===== src/rtl/pkg_led.sv =====
// Shared definitions for the LED pattern engine and its step prescaler.
package pkg_led;

   // Pattern mode encodings as seen on i_mode; 6 and 7 are reserved (all LEDs off).
   typedef enum logic [2:0] {
      MODE_ROT_L  = 3'd0,
      MODE_ROT_R  = 3'd1,
      MODE_BOUNCE = 3'd2,
      MODE_COUNT  = 3'd3,
      MODE_FILL   = 3'd4,
      MODE_DECODE = 3'd5,
      MODE_RSV_6  = 3'd6,
      MODE_RSV_7  = 3'd7
   } mode_e;

   // LEDs are active-low: this is the level of an unlit LED. Replicate it to
   // the LED count to get the all-off drive.
   localparam logic LED_ALL_OFF = 1'b1;

   // Ceiling log2 for elaboration-time sizing; clog2(1) = 0.
   function automatic int clog2(input int value);
      int res;
      res = 0;
      for (int i = 0; i < 31; i++) begin
         if ((32'd1 << i) < value) res = i + 1;
      end
      return res;
   endfunction

endpackage


===== src/rtl/led_step_tick.sv =====
// Programmable step prescaler: divides i_clk down to STEP_HZ * 2^i_speed and
// emits a one-cycle strobe per step. Shared with the nixie scan driver.
//
// Strobe semantics: o_step is a plain one-cycle pulse with no handshake. A
// consumer acts on the rising i_clk edge at which o_step is high; there is no
// back-pressure and a missed strobe is simply lost.
module led_step_tick
   import pkg_led::*;
#(
   parameter int CLK_FREQ_HZ = 50_000_000,
   parameter int STEP_HZ     = 1
) (
   input  logic       i_clk,
   input  logic       i_rst_n,
   input  logic [1:0] i_speed,
   input  logic       i_pause,
   input  logic       i_clear,
   output logic       o_step
);

   localparam int BASE  = CLK_FREQ_HZ / STEP_HZ;
   localparam int CNT_W = (clog2(BASE) < 1) ? 1 : clog2(BASE);

   logic [CNT_W-1:0] cnt;
   logic [31:0]      term;
   logic             hit;

   // Terminal count for the selected rate (floored at 0). The >= compare lets a
   // speed increase while running fire immediately instead of overrunning.
   always_comb begin
      term = 32'(BASE) >> i_speed;
      if (term != 32'd0) term = term - 32'd1;
      hit    = (32'(cnt) >= term);
      o_step = hit && !i_pause && !i_clear;
   end

   // Counter: clear wins, pause holds, otherwise wrap on terminal count.
   always_ff @(posedge i_clk or negedge i_rst_n) begin
      if (!i_rst_n) begin
         cnt <= '0;
      end else if (i_clear) begin
         cnt <= '0;
      end else if (!i_pause) begin
         if (hit) cnt <= '0;
         else     cnt <= cnt + CNT_W'(1);
      end
   end

endmodule


===== src/rtl/led_pattern_engine.sv =====
// Multi-mode active-low LED pattern driver. Pattern state advances on each
// prescaler strobe; a change of i_mode reloads the mode's initial pattern.
module led_pattern_engine
   import pkg_led::*;
#(
   parameter int LED_NUM     = 8,
   parameter int CLK_FREQ_HZ = 50_000_000,
   parameter int STEP_HZ     = 1,
   parameter int SEL_W       = 3
) (
   input  logic               i_clk,
   input  logic               i_rst_n,
   input  logic [2:0]         i_mode,
   input  logic [1:0]         i_speed,
   input  logic               i_pause,
   input  logic [SEL_W-1:0]   i_sel,
   output logic [LED_NUM-1:0] o_led,
   output logic               o_step
);

   localparam logic [LED_NUM-1:0] LED_ONE   = LED_NUM'(1);
   localparam logic [LED_NUM-1:0] POS_LAST  = LED_NUM'(LED_NUM - 1);
   localparam logic [LED_NUM-1:0] FILL_FULL = LED_NUM'(LED_NUM);
   localparam logic [LED_NUM-1:0] ALL_OFF   = {LED_NUM{LED_ALL_OFF}};

   // Complete pattern state in one struct so it can be observed as a unit.
   typedef struct packed {
      mode_e              mode;    // i_mode registered every cycle
      logic               live;    // 0 after reset until the first step: LEDs dark
      logic               dir_dn;  // BOUNCE travel direction
      logic [LED_NUM-1:0] val;     // position, count or fill level per mode
   } pat_state_t;

   pat_state_t         st_q;
   pat_state_t         st_d;
   logic [LED_NUM-1:0] led_d;
   mode_e              mode_in;
   logic               mode_chg;
   logic               step;

   assign mode_in  = mode_e'(i_mode);
   assign mode_chg = (mode_in != st_q.mode);
   assign o_step   = step;

   // A mode change clears the prescaler and swallows any coincident step.
   led_step_tick #(
      .CLK_FREQ_HZ (CLK_FREQ_HZ),
      .STEP_HZ     (STEP_HZ)
   ) u_tick (
      .i_clk   (i_clk),
      .i_rst_n (i_rst_n),
      .i_speed (i_speed),
      .i_pause (i_pause),
      .i_clear (mode_chg),
      .o_step  (step)
   );

   // Next pattern state: mode reload has priority over a step.
   always_comb begin
      st_d      = st_q;
      st_d.mode = mode_in;
      if (mode_chg) begin
         st_d.live   = 1'b1;
         st_d.dir_dn = 1'b0;
         st_d.val    = (mode_in == MODE_ROT_R) ? POS_LAST : '0;
      end else if (step) begin
         if (!st_q.live) begin
            // First step after reset shows the initial pattern without advancing.
            st_d.live = 1'b1;
         end else begin
            case (st_q.mode)
               MODE_ROT_L: st_d.val = (st_q.val == POS_LAST) ? '0 : st_q.val + LED_ONE;
               MODE_ROT_R: st_d.val = (st_q.val == '0) ? POS_LAST : st_q.val - LED_ONE;
               MODE_BOUNCE: begin
                  if (st_q.val == POS_LAST) begin
                     st_d.dir_dn = 1'b1;
                     st_d.val    = st_q.val - LED_ONE;
                  end else if (st_q.val == '0) begin
                     st_d.dir_dn = 1'b0;
                     st_d.val    = st_q.val + LED_ONE;
                  end else begin
                     st_d.val = st_q.dir_dn ? st_q.val - LED_ONE : st_q.val + LED_ONE;
                  end
               end
               MODE_COUNT: st_d.val = st_q.val + LED_ONE;
               MODE_FILL:  st_d.val = (st_q.val == FILL_FULL) ? '0 : st_q.val + LED_ONE;
               default:    st_d.val = st_q.val;
            endcase
         end
      end
   end

   // LED drive for the next state; FILL shifts ones out from the bottom so the
   // low k LEDs are lit, and a shift by LED_NUM lights them all.
   always_comb begin
      led_d = ALL_OFF;
      if (st_d.live) begin
         case (st_d.mode)
            MODE_ROT_L, MODE_ROT_R, MODE_BOUNCE: led_d = ~(LED_ONE << st_d.val);
            MODE_COUNT:  led_d = ~st_d.val;
            MODE_FILL:   led_d = ALL_OFF << st_d.val;
            MODE_DECODE: begin
               if (32'(i_sel) < 32'(LED_NUM)) led_d = ~(LED_ONE << i_sel);
            end
            default:     led_d = ALL_OFF;
         endcase
      end
   end

   // State and LED output registers.
   always_ff @(posedge i_clk or negedge i_rst_n) begin
      if (!i_rst_n) begin
         st_q  <= '{mode: MODE_ROT_L, live: 1'b0, dir_dn: 1'b0, val: '0};
         o_led <= ALL_OFF;
      end else begin
         st_q  <= st_d;
         o_led <= led_d;
      end
   end

endmodule


===== config.mk =====
export PLATFORM = sky130hd
export DESIGN_NAME = led_pattern_engine
export DESIGN_NICKNAME = d
export VERILOG_FILES = /design/src/rtl/pkg_led.sv /design/src/rtl/led_step_tick.sv /design/src/rtl/led_pattern_engine.sv
export SDC_FILE = /design/constraint.sdc
export NUM_CORES = 1
export LEC_CHECK = 0
export BUFFER_PORTS_ARGS = -buffer_cell sky130_fd_sc_hd__clkbuf_2
export CAP_MARGIN = 20
export CORE_MARGIN = 5
export CORE_UTILIZATION = 35
export DETAILED_ROUTE_END_ITERATION = 12
export PLACE_DENSITY = 0.52
export RECOVER_POWER = 25
export SLEW_MARGIN = 20
export SYNTH_ARGS = -nofsm -noshare
export SYNTH_HDL_FRONTEND = slang
export SYNTH_SLANG_ARGS = --single-unit

===== constraint.sdc =====
create_clock -name i_clk -period 3.05 [get_ports i_clk]
set_input_delay 0 -clock i_clk [delete_from_list [all_inputs] [get_ports i_clk]]
set_output_delay 0 -clock i_clk [all_outputs]
set_load 0.05 [all_outputs]

# Word-level counts from Yosys, hierarchy flattened
# Cells that the tools add are included.
[op_classes]
add_sub_neg = 4
magnitude_cmp = 1
n_eq_ne = 13
shifts = 4
n_mux = 19
bitwise = 3
reduce_logical = 14
[op_table]
columns = ["cell", "count"]
rows = [
  ["$mux 26", 3],
  ["$mux 8", 6],
  ["$pmux 8 s5", 1],
  ["$ge 26x32->1", 1],
  ["$mux 32", 1],
  ["$pmux 8 s4", 1],
  ["$reduce_bool 32->1", 1],
  ["$shr 26x2->32 const A", 1],
  ["$sub 32x1->32 const B", 1],
  ["$add 26x1->26 const B", 1],
  ["$not 8->8", 3],
  ["$mux 10", 2],
  ["$mux 9", 2],
  ["$eq 3x2->1 const B", 4],
  ["$eq 3x3->1 const B", 3],
  ["$add 8x1->8 const B", 1],
  ["$eq 8x3->1 const B", 1],
  ["$eq 8x4->1 const B", 1],
  ["$logic_not 8->1", 1],
  ["$shl 1x3->8 const A", 1],
  ["$shl 1x8->8 const A", 1],
  ["$shl 8x8->8 const A", 1],
  ["$sub 8x1->8 const B", 1],
  ["$eq 3x1->1 const B", 2],
  ["11 further kinds", 17],
]
[word_totals]
regBits = 47
output_inout_bits = 9
elab_cells = 64

# Longest topological paths before layout
# Gate-level depths: netlist of run 1.
[depth]
ltp_word = 12
depth_mapped = 16

# Modules after synthesis
# From an unflattened synthesis of run 1, not the netlist that was laid out.
[hier_totals]
cells_unflattened = 480
hier_area_um2 = 3971.3
[modules_own_cells]
columns = ["mod", "instances", "cells_per_inst", "area_each_um2", "seq_area_each_um2"]
rows = [
  ["led_step_tick", 1, 255, 2174.6, 650.6],
  ["led_pattern_engine", 1, 225, 1796.7, 535.5],
]

# Worst setup path after synthesis of run 1
# No wires, ideal clock.
[synth_timing]
path_type = "input to register"
from = "input port i_speed[0]"
to = "register o_led[4]"
setup_ps = 94
arrival_ps = 3105
required_time_ps = 2956
path_slack_ps = -149
stages = 16
path_buffers = 2
cell_sequence = "nor2_1 -> inv_1 -> ha_1 -> ha_1 -> nand4_1 -> o22ai_1 -> a211oi_1 -> o211ai_1 -> a22oi_4 -> buf_6 -> nand2b_1 -> a21oi_2 -> or3_1 -> buf_2 -> o31a_1 -> or4b_1"
[synth_rtl]
columns = ["item", "line_no", "rtl"]
rows = [
  ["start: declaration", "led_pattern_engine.sv:14", "input logic [1:0] i_speed,"],
  ["end signal: assignment", "led_pattern_engine.sv:117", "o_led <= led_d;"],
  ["end: declaration", "led_pattern_engine.sv:17", "output logic [LED_NUM-1:0] o_led,"],
]

==> summary.md, run 1 <==
| Metric | Value |
|---|---|
| Critical Path Start Type | `flip-flop` |
| Chip Width | `approximately 110 um` |
| Port bufs | `19` |
| Die ar. | `about 0.013 mm^2` |
| Peak supply drop | `0.162 mV` |
| Reg2Reg Capture Point | `o_led[4]$_DFF_PN1_` |
| Root Buffer | `clkbuf_8` |
| Status | `finished with violations` |
| Number of global-route vias before repair | `3477` |
| Final worst path period share | `1.03` |
| Final hold violation count | `0` |
| Worst-path clk slew | `roughly 100 ps` |
| Inst Count DP | `between 600 and 700` |
| Critical path type | `reg2reg` |
| GR Util All Layers | `0.158` |
| Initial antenna violation count | `0` |
| First-pass GRT wire length | `roughly 17000 um` |
| Row count | `37` |
| Setup slack, reg-to-reg | `-80 ps` |
| Hold Crit Class | `in2reg` |
| Vias per cell | `slightly above 5` |
| Setup TNS | `-196 ps` |
| Prevailing post-synth register cell | `dfrtp_1` |
| Die height | `112 um` |
| Nets | `about 560` |
| Most common cell in the netlist | `nor2_1` |
| Total CTS buffers | `5` |
| Req. time, crit path | `3270 ps` |
| Most instantiated cells after synthesis | `nor2_1, dfrtp_1, nand2_1` |
| Post-synthesis instance area | `roughly 0.0036 mm^2` |
| Netlist cell types | `73` |
| R2r startpoint | `u_tick.cnt[5]$_DFFE_PN0P_` |
| Failing checks | `capacitance limit, slew limit, setup timing` |
| Synthesized instance count | `420` |
| Min-delay src | `i_pause` |
| Relative max-transition margin | `-0.0248` |
| Footprint of the multi-input gates | `0.00242 mm^2` |
| Async SR Flop Fraction | `1.00` |
| Num ports | `20` |
| Number of synthesized flops with an enable pin | `0` |
| Number of synthesized register bits | `47` |
| Pwr/cell area | `287 mW/mm^2` |
| Final design utilization | `0.466` |
| Critical path peak fanout | `8` |
| Top cell type's share of synthesized area | `0.269` |
| Fillers | `slightly above 1000` |
| Clock H-tree levels | `2` |
| Critical Path Sink | `o_led[4]$_DFF_PN1_` |
| CTS tree | `done` |
| Non-filler cells, final | `660` |
| GR Overflow Total | `0` |
| Final Wtd Congestion | `0.883` |
| CTS sink count | `between 40 and 50` |
| Worst Tran Pin Value | `between 1500 and 2000 ps` |
| # diodes | `0` |
| Pre-CTS WS | `-322 ps` |
| Hold Crit Depth | `3` |
| CP Launch Point | `u_tick.cnt[5]$_DFFE_PN0P_` |
| DP HPWL | `about 7200 um` |
| Register area share after synthesis | `0.326` |
| DRC | `0` |
| PnR worst setup slack | `-80.0 ps` |
| Max clock buf depth | `2` |
| Syn Nets | `454` |
| Worst skew pair latency | `310 ps` |
| Final Skew | `13.2 ps` |
| Syn avg cell area | `approximately 8.7 um^2` |
| Setup violators final | `5` |
| Minimum clock period | `between 3000 and 4000 ps` |
| Drt first-iter violations | `between 100 and 150` |
| Max Slew Vio Count | `27` |
| Ranking of synthesized cells by area | `dfrtp_1, ha_1, nor2_1, dfstp_2, xor2_1` |
| Layout area overhead | `31.1%` |
| WP data arrival | `3350 ps` |
| Worst R2R Path Depth | `12` |
| Critical path capture point type | `flip-flop` |
| Initial Utilization | `0.355` |
| Yosys Warn Count | `0` |
| Layout cells sized above 1 | `0.332` |
| ANT nets after route | `0` |
| DR WL/cell | `approximately 14 um` |
| Pre-Repair DR Iteration Count | `4` |
| Hold Slack | `69.0 ps` |
| Reg area | `0.00119 mm^2` |
| Leak | `2.16 nW` |
| Max_cap viols | `1` |
| Final WL | `around 9500 um` |
| DR vias | `~3400` |
| Largest net degree at the start of global routing | `27` |
| RSZ-0062 raised after global routing | `true` |
| Max Clock Freq | `approximately 320 MHz` |
| CORE AREA | `approximately 0.01 mm^2` |
| Post-synth top area cell | `dfrtp_1` |
-- kinds of logic after synthesis --
family          after synthesis  synth area share
xor+xnor                     31            0.0747
simple gates                189             0.277
buf+inv                      39            0.0568
flops                        47             0.326
other cells                   2           0.00207
fa+ha+maj                    24            0.0823
compound gates               85             0.172
mux                           3           0.00826
-- report_power, final --
part	leakage (nW)	total, mW	switching (mW)	internal (mW)
combinational	1.50	0.324	0.197	0.126
clock	0.0483	0.392	0.230	0.162
sequential	0.615	0.653	0.00612	0.647
-- metrics by stage --
| stage | power [mW] | area [um^2] |
|---|---|---|
| 2_1_floorplan | 0.855 | 3680 |
| 3_3_place_gp | 0.969 | 4430 |
| 3_5_place_dp | 0.971 | 4430 |
| 4_1_cts | 1.38 | 4660 |
| 5_1_grt | 1.45 | 4770 |
| 6_report | 1.37 | 4770 |
-- sequential cells by signal, summed over array words and instances, names as in the netlist --
register	count
st_q	13
u_tick.cnt	26
o_led	8
-- routing by layer --
layer  track usage  share of wire
met5             0              0
met1         0.203           0.46
met4        0.0333          0.015
met3        0.0212          0.030
met2         0.283           0.50
-- repair_timing --
item                       in CTS  in global routing
hold endpoints to repair       28                  0
pin swaps                       3                 17
setup endpoints to repair       8                  8
resized for setup              16                 12
buffers inserted                4                  6
hold buffers                    4                  0
-- layout by cell type (no fill, tap or decap), types with 5 or more instances in the layout --
master / count
buf_4: 86
nor2_1: 57
dfrtp_1: 39
nand2_1: 33
ha_1: 20
inv_1: 19
xor2_1: 17
clkbuf_2: 17
xnor2_1: 14
nand3_1: 14
a21oi_1: 13
and3_1: 12
nor3_1: 9
nand4_1: 8
o211ai_1: 8
a31oi_1: 8
dfstp_2: 8
nor2b_1: 7
o22ai_1: 5
a211oi_1: 5
o21ai_2: 5
o21ai_1: 5
nand3b_1: 5
o31ai_1: 5
or3_4: 5
clkbuf_8: 5
-- worst min-delay path by stage --
| stage | to |
|---|---|
| 2_1_floorplan | st_q[0]$_DFF_PN0_ |
| 3_3_place_gp | u_tick.cnt[7]$_DFFE_PN0P_ |
| 3_5_place_dp | u_tick.cnt[9]$_DFFE_PN0P_ |
| 4_1_cts | u_tick.cnt[1]$_DFFE_PN0P_ |
| 5_1_grt | u_tick.cnt[1]$_DFFE_PN0P_ |
| 6_report | u_tick.cnt[1]$_DFFE_PN0P_ |
-- area by class of cell --
type	instances	share of cell area
multi-input combinational	334	0.507
inverter	20	0.0158
tap	136	0.0357
timing repair buffer	115	0.174
clock inverter	3	0.00394
sequential	47	0.249
clock buffer	5	0.0144
-- worst max-delay path, stage by stage (launching register included) --
cell	delay (ps)
dfrtp_1	430
ha_4	240
a21oi_2	130
o22ai_1	80
a211oi_1	220
o211ai_1	110
buf_4	160
a22oi_4	260
buf_6	190
o21ai_2	90
or3_4	400
o31a_1	270
or4b_1	460
No activity file was read; power rests on OpenSTA's default activity.
==> inputs of run 2 (changes only) <==
ABC_AREA = 1   (was default)
CTS_BUF_LIST = sky130_fd_sc_hd__clkbuf_4   (was default)
==> summary.md, run 2 <==
| Metric | Value |
|---|---|
| Status | `finished clean` |
| First-pass GRT wire length | `17100 um (+3.5%)` |
| Root Buffer | `clkbuf_4` |
| # diodes | `0 (unchanged)` |
| Register area share after synthesis | `0.302 (-0.0241)` |
| Vias per cell | `5.06 (-1.9%)` |
| DR vias | `3665 (+7.7%)` |
| Fillers | `1172 (+13%)` |
| Setup repair bufs after CTS | `0 (-4)` |
| Final WL | `9990 um (+5.1%)` |
| Max_cap viols | `0 (-1)` |
| DP HPWL | `7910 um (+9.3%)` |
| Total CTS buffers | `5 (unchanged)` |
| Num ports | `20 (unchanged)` |
| Syn Nets | `589 (+30%)` |
| Hold Crit Class | `in2reg` |
| Clock H-tree levels | `2 (unchanged)` |
| Largest reg by FF count | `u_tick.cnt` |
| Initial antenna violation count | `0 (unchanged)` |
| Ranking of synthesized cells by area | `dfrtp_1, nand2_1, inv_1, ha_1, nor2_1` |
| Max FFs per register | `26 (unchanged)` |
| Req. time, crit path | `3340 ps (+70 ps)` |
| Syn avg cell area | `7.07 um^2 (-18%)` |
| Pre-Repair DR Iteration Count | `4 (unchanged)` |
| Layout area overhead | `9.18%` |
| ANT nets after route | `0 (unchanged)` |
| Total power | `1.25 mW (-8.6%)` |
| Logic pwr share | `0.225 (-0.012)` |
| Clock power frac | `0.245 (-0.041)` |
| Largest net degree at the start of global routing | `26 (-3.7%)` |
| Number of synthesized register bits | `47 (unchanged)` |
| Max incr delay on CP | `460 ps (about the same)` |
| Slowest stage cell, crit path | `dfrtp_1` |
| CTS sink count | `47 (unchanged)` |
| Final Wtd Congestion | `0.911 (+3.2%)` |
| Max clock buf depth | `2 (unchanged)` |
| Pre-CTS WS | `193 ps (+515 ps)` |
| Number of global-route vias before repair | `3725 (+7.1%)` |
| Port bufs | `19 (unchanged)` |
| Setup TNS | `0 ps (+196 ps)` |
| Setup violators final | `0 (-5)` |
| Row count | `38 (+2.7%)` |
| Worst-path cell chain | `ha_1 > nand2_1 > inv_1 > nand4_2 > nand3b_1 > nand2_1 > nand2_1 > nand2_2 > nand3_2 > nand2_1 > nand3_1 > nand2_1 > inv_1 > nand2_2 > nand2_1 > nor3_1 > nand2_1` |
| Peak supply drop | `0.174 mV (+7.9%)` |
| Critical path peak fanout | `9 (+1)` |
| Final worst path period share | `0.915 (-0.111)` |
| CTS tree | `done` |
| Max Clock Freq | `358 MHz (+12%)` |
| Top cell type's share of synthesized area | `0.249 (-0.0199)` |
| Post-synthesis instance area | `0.00393 mm^2 (+8.0%)` |
| Top cell by count, worst path | `nand2_1` |
| Netlist cell types | `44 (-40%)` |
| Worst skew pair latency | `370 ps (+60 ps)` |
| Yosys Warn Count | `0 (unchanged)` |
| PnR worst setup slack | `260 ps (+340 ps)` |
| CORE AREA | `0.0109 mm^2 (+6.9%)` |
| Number of synthesized flops with an enable pin | `0 (unchanged)` |
| Critical path type | `reg2reg` |
| Sw Share | `0.337 (+0.0206)` |
| Synthesized instance count | `555 (+32%)` |
| GR Overflow Total | `0 (unchanged)` |
| Critical Path Start Type | `flip-flop` |
| GR Util All Layers | `0.157 (-0.000784)` |
| Commonest non-fill, non-tap cell in the layout | `nand2_1` |
| Drt first-iter violations | `171 (+20%)` |
| Biggest regs | `u_tick.cnt (26), st_q (13), o_led (8)` |
| Final Skew | `23.6 ps (+10.4 ps)` |
| Most instantiated cells after synthesis | `nand2_1, inv_1, nor2_1` |
| Setup slack, reg-to-reg | `260 ps (+340 ps)` |
| Max Slew Vio Count | `0 (-100%)` |
| Commonest cells after routing, fill and taps aside | `nand2_1, inv_1, nor2_1` |
| Worst-path clk slew | `160 ps (+60 ps)` |
| WP data arrival | `3080 ps (-270 ps)` |
| Buf/Inv on CP | `2 (unchanged)` |
| DRC | `0 (unchanged)` |
| Pwr/cell area | `292 mW/mm^2 (+1.6%)` |
| Initial Utilization | `0.359 (+0.00366)` |
| Async SR Flop Fraction | `1.00 (unchanged)` |
| Sequential fraction of design power | `0.529 (+0.052)` |
| Post-synth top area cell | `dfrtp_1` |
| Critical path capture point type | `flip-flop` |
| Prevailing post-synth register cell | `dfrtp_1` |
| DR WL/cell | `13.8 um (-4.2%)` |
| Die height | `116 um (+3.6%)` |
| Relative max-transition margin | `0.110 (+0.135)` |
| Leak | `2.14 nW (-1.0%)` |
| Die ar. | `0.0134 mm^2 (+7.3%)` |
| Worst Tran Pin Value | `1340 ps (-202 ps)` |
| Pint | `0.829 mW (-11%)` |
| Chip Width | `116 um (+3.6%)` |
| Nets | `617 (+11%)` |
| Minimum clock period | `2790 ps (-340 ps)` |
| RSZ-0062 raised after global routing | `false` |
| Most common cell in the netlist | `nand2_1` |
| CP delay by family, top | `simple AND/OR/NAND/NOR gates` |
| P_sw | `0.422 mW (-2.7%)` |
| Final hold violation count | `0 (unchanged)` |
| Layout cells sized above 1 | `0.146 (-0.187)` |
==> run 2: changes by cell type after synthesis, sizes merged, moves of 7 or more <==
cell / change
and3: -12
clkbuf: -7
inv: +65
nand2: +106
nand3: +33
nand4: +21
nor2: +9
nor2b: -8
nor3: +11
o211ai: -9
or3: -8
xnor2: -10
==> run 2: final timing paths <==
kind	from	end	cells after the start
setup / recovery	u_tick.cnt[13]$_DFFE_PN0P_	o_led[7]$_DFF_PN1_	17
hold / removal	i_sel[2]	o_led[2]$_DFF_PN1_	5
setup reg to reg	u_tick.cnt[13]$_DFFE_PN0P_	o_led[7]$_DFF_PN1_	17
hold reg to reg	u_tick.cnt[1]$_DFFE_PN0P_	u_tick.cnt[1]$_DFFE_PN0P_	2
max in group asynchronous	i_rst_n	u_tick.cnt[17]$_DFFE_PN0P_	3
min in group asynchronous	i_rst_n	st_q[1]$_DFF_PN0_	2
==> run 2: repair_timing <==
action,CTS,global route
resized for setup,0,0
hold endpoints to repair,20,0
hold buffers,7,0
==> run 2: per-layer routing <==
metal  global-route usage  up-vias  wire length [um]
met5                    0        -                 0
met4               0.0565        0               257
met3               0.0209       25               330
met2                0.284       75              4840
met1                0.190     1690              4560
li1                     -     1875                 -
==> run 2: logic make-up after synthesis <==
family	synth area share
compound gates	0.0778
xor+xnor	0.0446
fa+ha+maj	0.0733
buf+inv	0.0991
flops	0.302
other cells	0.00191
simple gates	0.401
==> run 2: layout make-up <==
cell class	instances	area, um^2	area share
Inverter	85	319	0.0745
Clock inverter	2	12.5	0.00292
Multi-Input combinational cell	413	2350	0.548
Timing Repair Buffer	31	198	0.0461
Tap cell	140	175	0.0409
Sequential cell	47	1190	0.277
Clock buffer	6	45.0	0.0105
==> run 2: per-stage QoR <==
step / hold slack, ps / util / cells / cell area [um^2]
after floorplan: -296 / - / 555 / 3930
after global placement: 41.7 / 0.381 / 709 / 4160
after detailed placement: 53.2 / 0.381 / 709 / 4160
after CTS: 69.0 / 0.392 / 724 / 4290
after global routing: 116 / 0.392 / 724 / 4290
final: 105 / 0.392 / 724 / 4290
==> run 2: worst min-delay path: stages <==
cell,delay [ps]
clkbuf_2,120
inv_1,90
nand3_1,90
a21oi_1,60
nand3_1,80
==> run 2: power by group through the flow <==
stage          sequential, mW  clock [mW]  combinational (mW)
2_1_floorplan           0.713           0               0.158
3_3_place_gp            0.673           0               0.277
3_5_place_dp            0.674           0               0.277
4_1_cts                 0.663       0.324               0.286
5_1_grt                 0.665       0.340               0.317
6_report                0.662       0.307               0.282
==> inputs of run 3 (changes only) <==
--- a/config.mk
+++ b/config.mk
@@ -14,3 +14,3 @@
 export DETAILED_ROUTE_END_ITERATION = 12
-export PLACE_DENSITY = 0.52
+export PLACE_DENSITY = 0.5
 export RECOVER_POWER = 25
==> constraint.sdc (replaced) <==
create_clock -name i_clk -period 3.1 [get_ports i_clk]
set_input_delay 0.155 -clock i_clk [delete_from_list [all_inputs] [get_ports i_clk]]
set_output_delay 0.155 -clock i_clk [all_outputs]
set_load 0.05 [all_outputs]
==> summary.md, run 3 (synthesized netlist as in run 2, its figures left out) <==
| Metric | Value |
|---|---|
| Die ar. | `0.0134 mm^2 (unchanged)` |
| Critical Path Start Type | `primary input` |
| WP data arrival | `2980 ps (-100 ps)` |
| # diodes | `0 (unchanged)` |
| Setup violators final | `0 (unchanged)` |
| Minimum clock period | `~2700 ps` |
| Commonest non-fill, non-tap cell in the layout | `nand2_1` |
| Req. time, crit path | `3400 ps (+60 ps)` |
| RSZ-0062 raised after global routing | `false` |
| Critical path capture point type | `flip-flop` |
| Setup repair bufs after CTS | `0 (unchanged)` |
| Slowest stage cell, crit path | `dlygate4sd3_1` |
| Final worst path period share | `0.862` |
| Setup TNS | `0 ps (unchanged)` |
| Initial Utilization | `0.359 (unchanged)` |
| CTS sink count | `47 (unchanged)` |
| Largest net degree at the start of global routing | `21 (-19%)` |
| Reg area | `0.00119 mm^2 (unchanged)` |
| DP HPWL | `8030 um (+1.4%)` |
| Total CTS buffers | `5 (unchanged)` |
| Status | `finished clean` |
| Worst-path clk slew | `150 ps (about the same)` |
| Final design utilization | `0.389 (-0.00286)` |
| Final WL | `10100 um (+1.2%)` |
| Initial antenna violation count | `0 (unchanged)` |
| Nets | `615 (-0.32%)` |
| Num ports | `20 (unchanged)` |
| Biggest regs | `u_tick.cnt (26), st_q (13), o_led (8)` |
| First-pass GRT wire length | `17200 um (+0.40%)` |
| Cts hold-fix bufs | `4 (-3)` |
| Layout area overhead | `8.38%` |
| GR Overflow Total | `0 (unchanged)` |
| Root Buffer | `clkbuf_4` |
| Critical path peak fanout | `13 (+4)` |
| DR vias | `3651 (-0.38%)` |
| Drt first-iter violations | `239 (+40%)` |
| Max_cap viols | `0 (unchanged)` |
| Inst Count DP | `710 (+0.14%)` |
| Critical path type | `in2reg` |
| CTS tree | `done` |
| Max clock buf depth | `2 (unchanged)` |
| Non-filler cells, final | `722 (-0.28%)` |
| Max FFs per register | `26 (unchanged)` |
| GR Util All Layers | `0.159 (+0.00237)` |
| DR WL/cell | `14.0 um (+1.5%)` |
| Port bufs | `19 (unchanged)` |
| Fillers | `1205 (+2.8%)` |
| Final hold violation count | `0 (unchanged)` |
| Worst R2R Path Depth | `18 (+1)` |
| Pre-Repair DR Iteration Count | `5 (+1)` |
| Worst skew pair latency | `360 ps (about the same)` |
| Die height | `116 um (unchanged)` |
| Clock H-tree levels | `2 (unchanged)` |
| Max Clock Freq | `between 300 and 400 MHz` |
| Hold Slack | `151 ps (+45.8 ps)` |
| ANT nets after route | `0 (unchanged)` |
| Relative max-transition margin | `0.343 (+0.233)` |
| Number of global-route vias before repair | `3614 (-3.0%)` |
| Row count | `38 (unchanged)` |
| Leak | `2.13 nW (-0.78%)` |
| Worst-path cell chain | `dlygate4sd3_1 > clkbuf_1 > xnor2_1 > and3_4 > inv_2 > nor2_4 > nand3_2 > nand2_1 > nand3_1 > nand2_1 > inv_1 > nand2_2 > nand2_1 > nor3_1 > nand2_1` |
| Hold Crit Depth | `3 (-2)` |
| Commonest cells after routing, fill and taps aside | `nand2_1, inv_1, nor2_1` |
| Chip Width | `116 um (unchanged)` |
| Final Wtd Congestion | `0.903 (-0.79%)` |
| Footprint of the multi-input gates | `0.00235 mm^2 (unchanged)` |
| CORE AREA | `0.0109 mm^2 (unchanged)` |
| DRC | `0 (unchanged)` |
| Largest reg by FF count | `u_tick.cnt` |
| Max incr delay on CP | `520 ps (+60 ps)` |
| Top cell by count, worst path | `nand2_1` |
| Layout cells sized above 1 | `0.143 (-0.00294)` |
| Peak supply drop | `0.134 mV (-23%)` |
| Vias per cell | `5.06 (-0.11%)` |
| Hold Crit Class | `in2reg` |
| Worst Tran Pin Value | `986 ps (-349 ps)` |
| Cts repair resizes | `0 (unchanged)` |
| Final Skew | `9.19 ps (-14.5 ps)` |
| Pwr/cell area | `287 mW/mm^2 (-1.7%)` |
| Max Slew Vio Count | `0 (unchanged)` |
-- run 3: cell types whose count changed in the layout (fill, tap and decap cells not counted), sizes merged --
cell         delta
dlygate4sd3     -3
clkinv          +1
-- run 3: worst paths after layout --
check	startpoint	slack, ps	end
worst max-delay path	i_mode[2]	430	o_led[7]$_DFF_PN1_
worst min-delay path	i_pause	150	u_tick.cnt[0]$_DFFE_PN0P_
worst max register to register	u_tick.cnt[15]$_DFFE_PN0P_	440	o_led[7]$_DFF_PN1_
worst min register to register	u_tick.cnt[1]$_DFFE_PN0P_	570	u_tick.cnt[1]$_DFFE_PN0P_
max in group asynchronous	i_rst_n	1390	u_tick.cnt[15]$_DFFE_PN0P_
min in group asynchronous	i_rst_n	450	st_q[6]$_DFF_PN0_
-- run 3: worst max-delay path: cells and delay by family --
family                    cells  cell delay (ps)
buffers and inverters         4             1040
xor gates and xnor gates      1              160
and+or+nand+nor              10             1600
-- run 3: per-stage QoR --
stage	total power, mW	area [um^2]	setup WS, ps
6_report	1.22	4250	428
5_1_grt	1.29	4250	61.2
4_1_cts	1.24	4260	402
3_5_place_dp	0.936	4170	153
3_3_place_gp	0.937	4170	108
2_1_floorplan	0.857	3930	352
-- run 3: cell type report --
| class | count | area share |
|---|---|---|
| Clock buffer | 5 | 0.00882 |
| Clock inverter | 3 | 0.00353 |
| Inverter | 85 | 0.0750 |
| Multi-Input combinational cell | 413 | 0.552 |
| Sequential cell | 47 | 0.279 |
| Tap cell | 140 | 0.0412 |
| Timing Repair Buffer | 29 | 0.0403 |
-- run 3: power breakdown --
group / internal (mW) / switching (mW) / total [mW] / leakage [nW]
clock: 0.0838 / 0.212 / 0.296 / 0.0263
combinational: 0.0775 / 0.196 / 0.274 / 1.48
sequential: 0.639 / 0.0124 / 0.652 / 0.615
total: 0.800 / 0.421 / 1.22 / 2.13
-- run 3: layer usage --
layer	up-vias	global-route usage	part of all wire
met5	-	0	0
met2	80	0.277	0.48
met3	23	0.0287	0.033
li1	1865	-	-
met1	1683	0.199	0.46
met4	0	0.0565	0.028
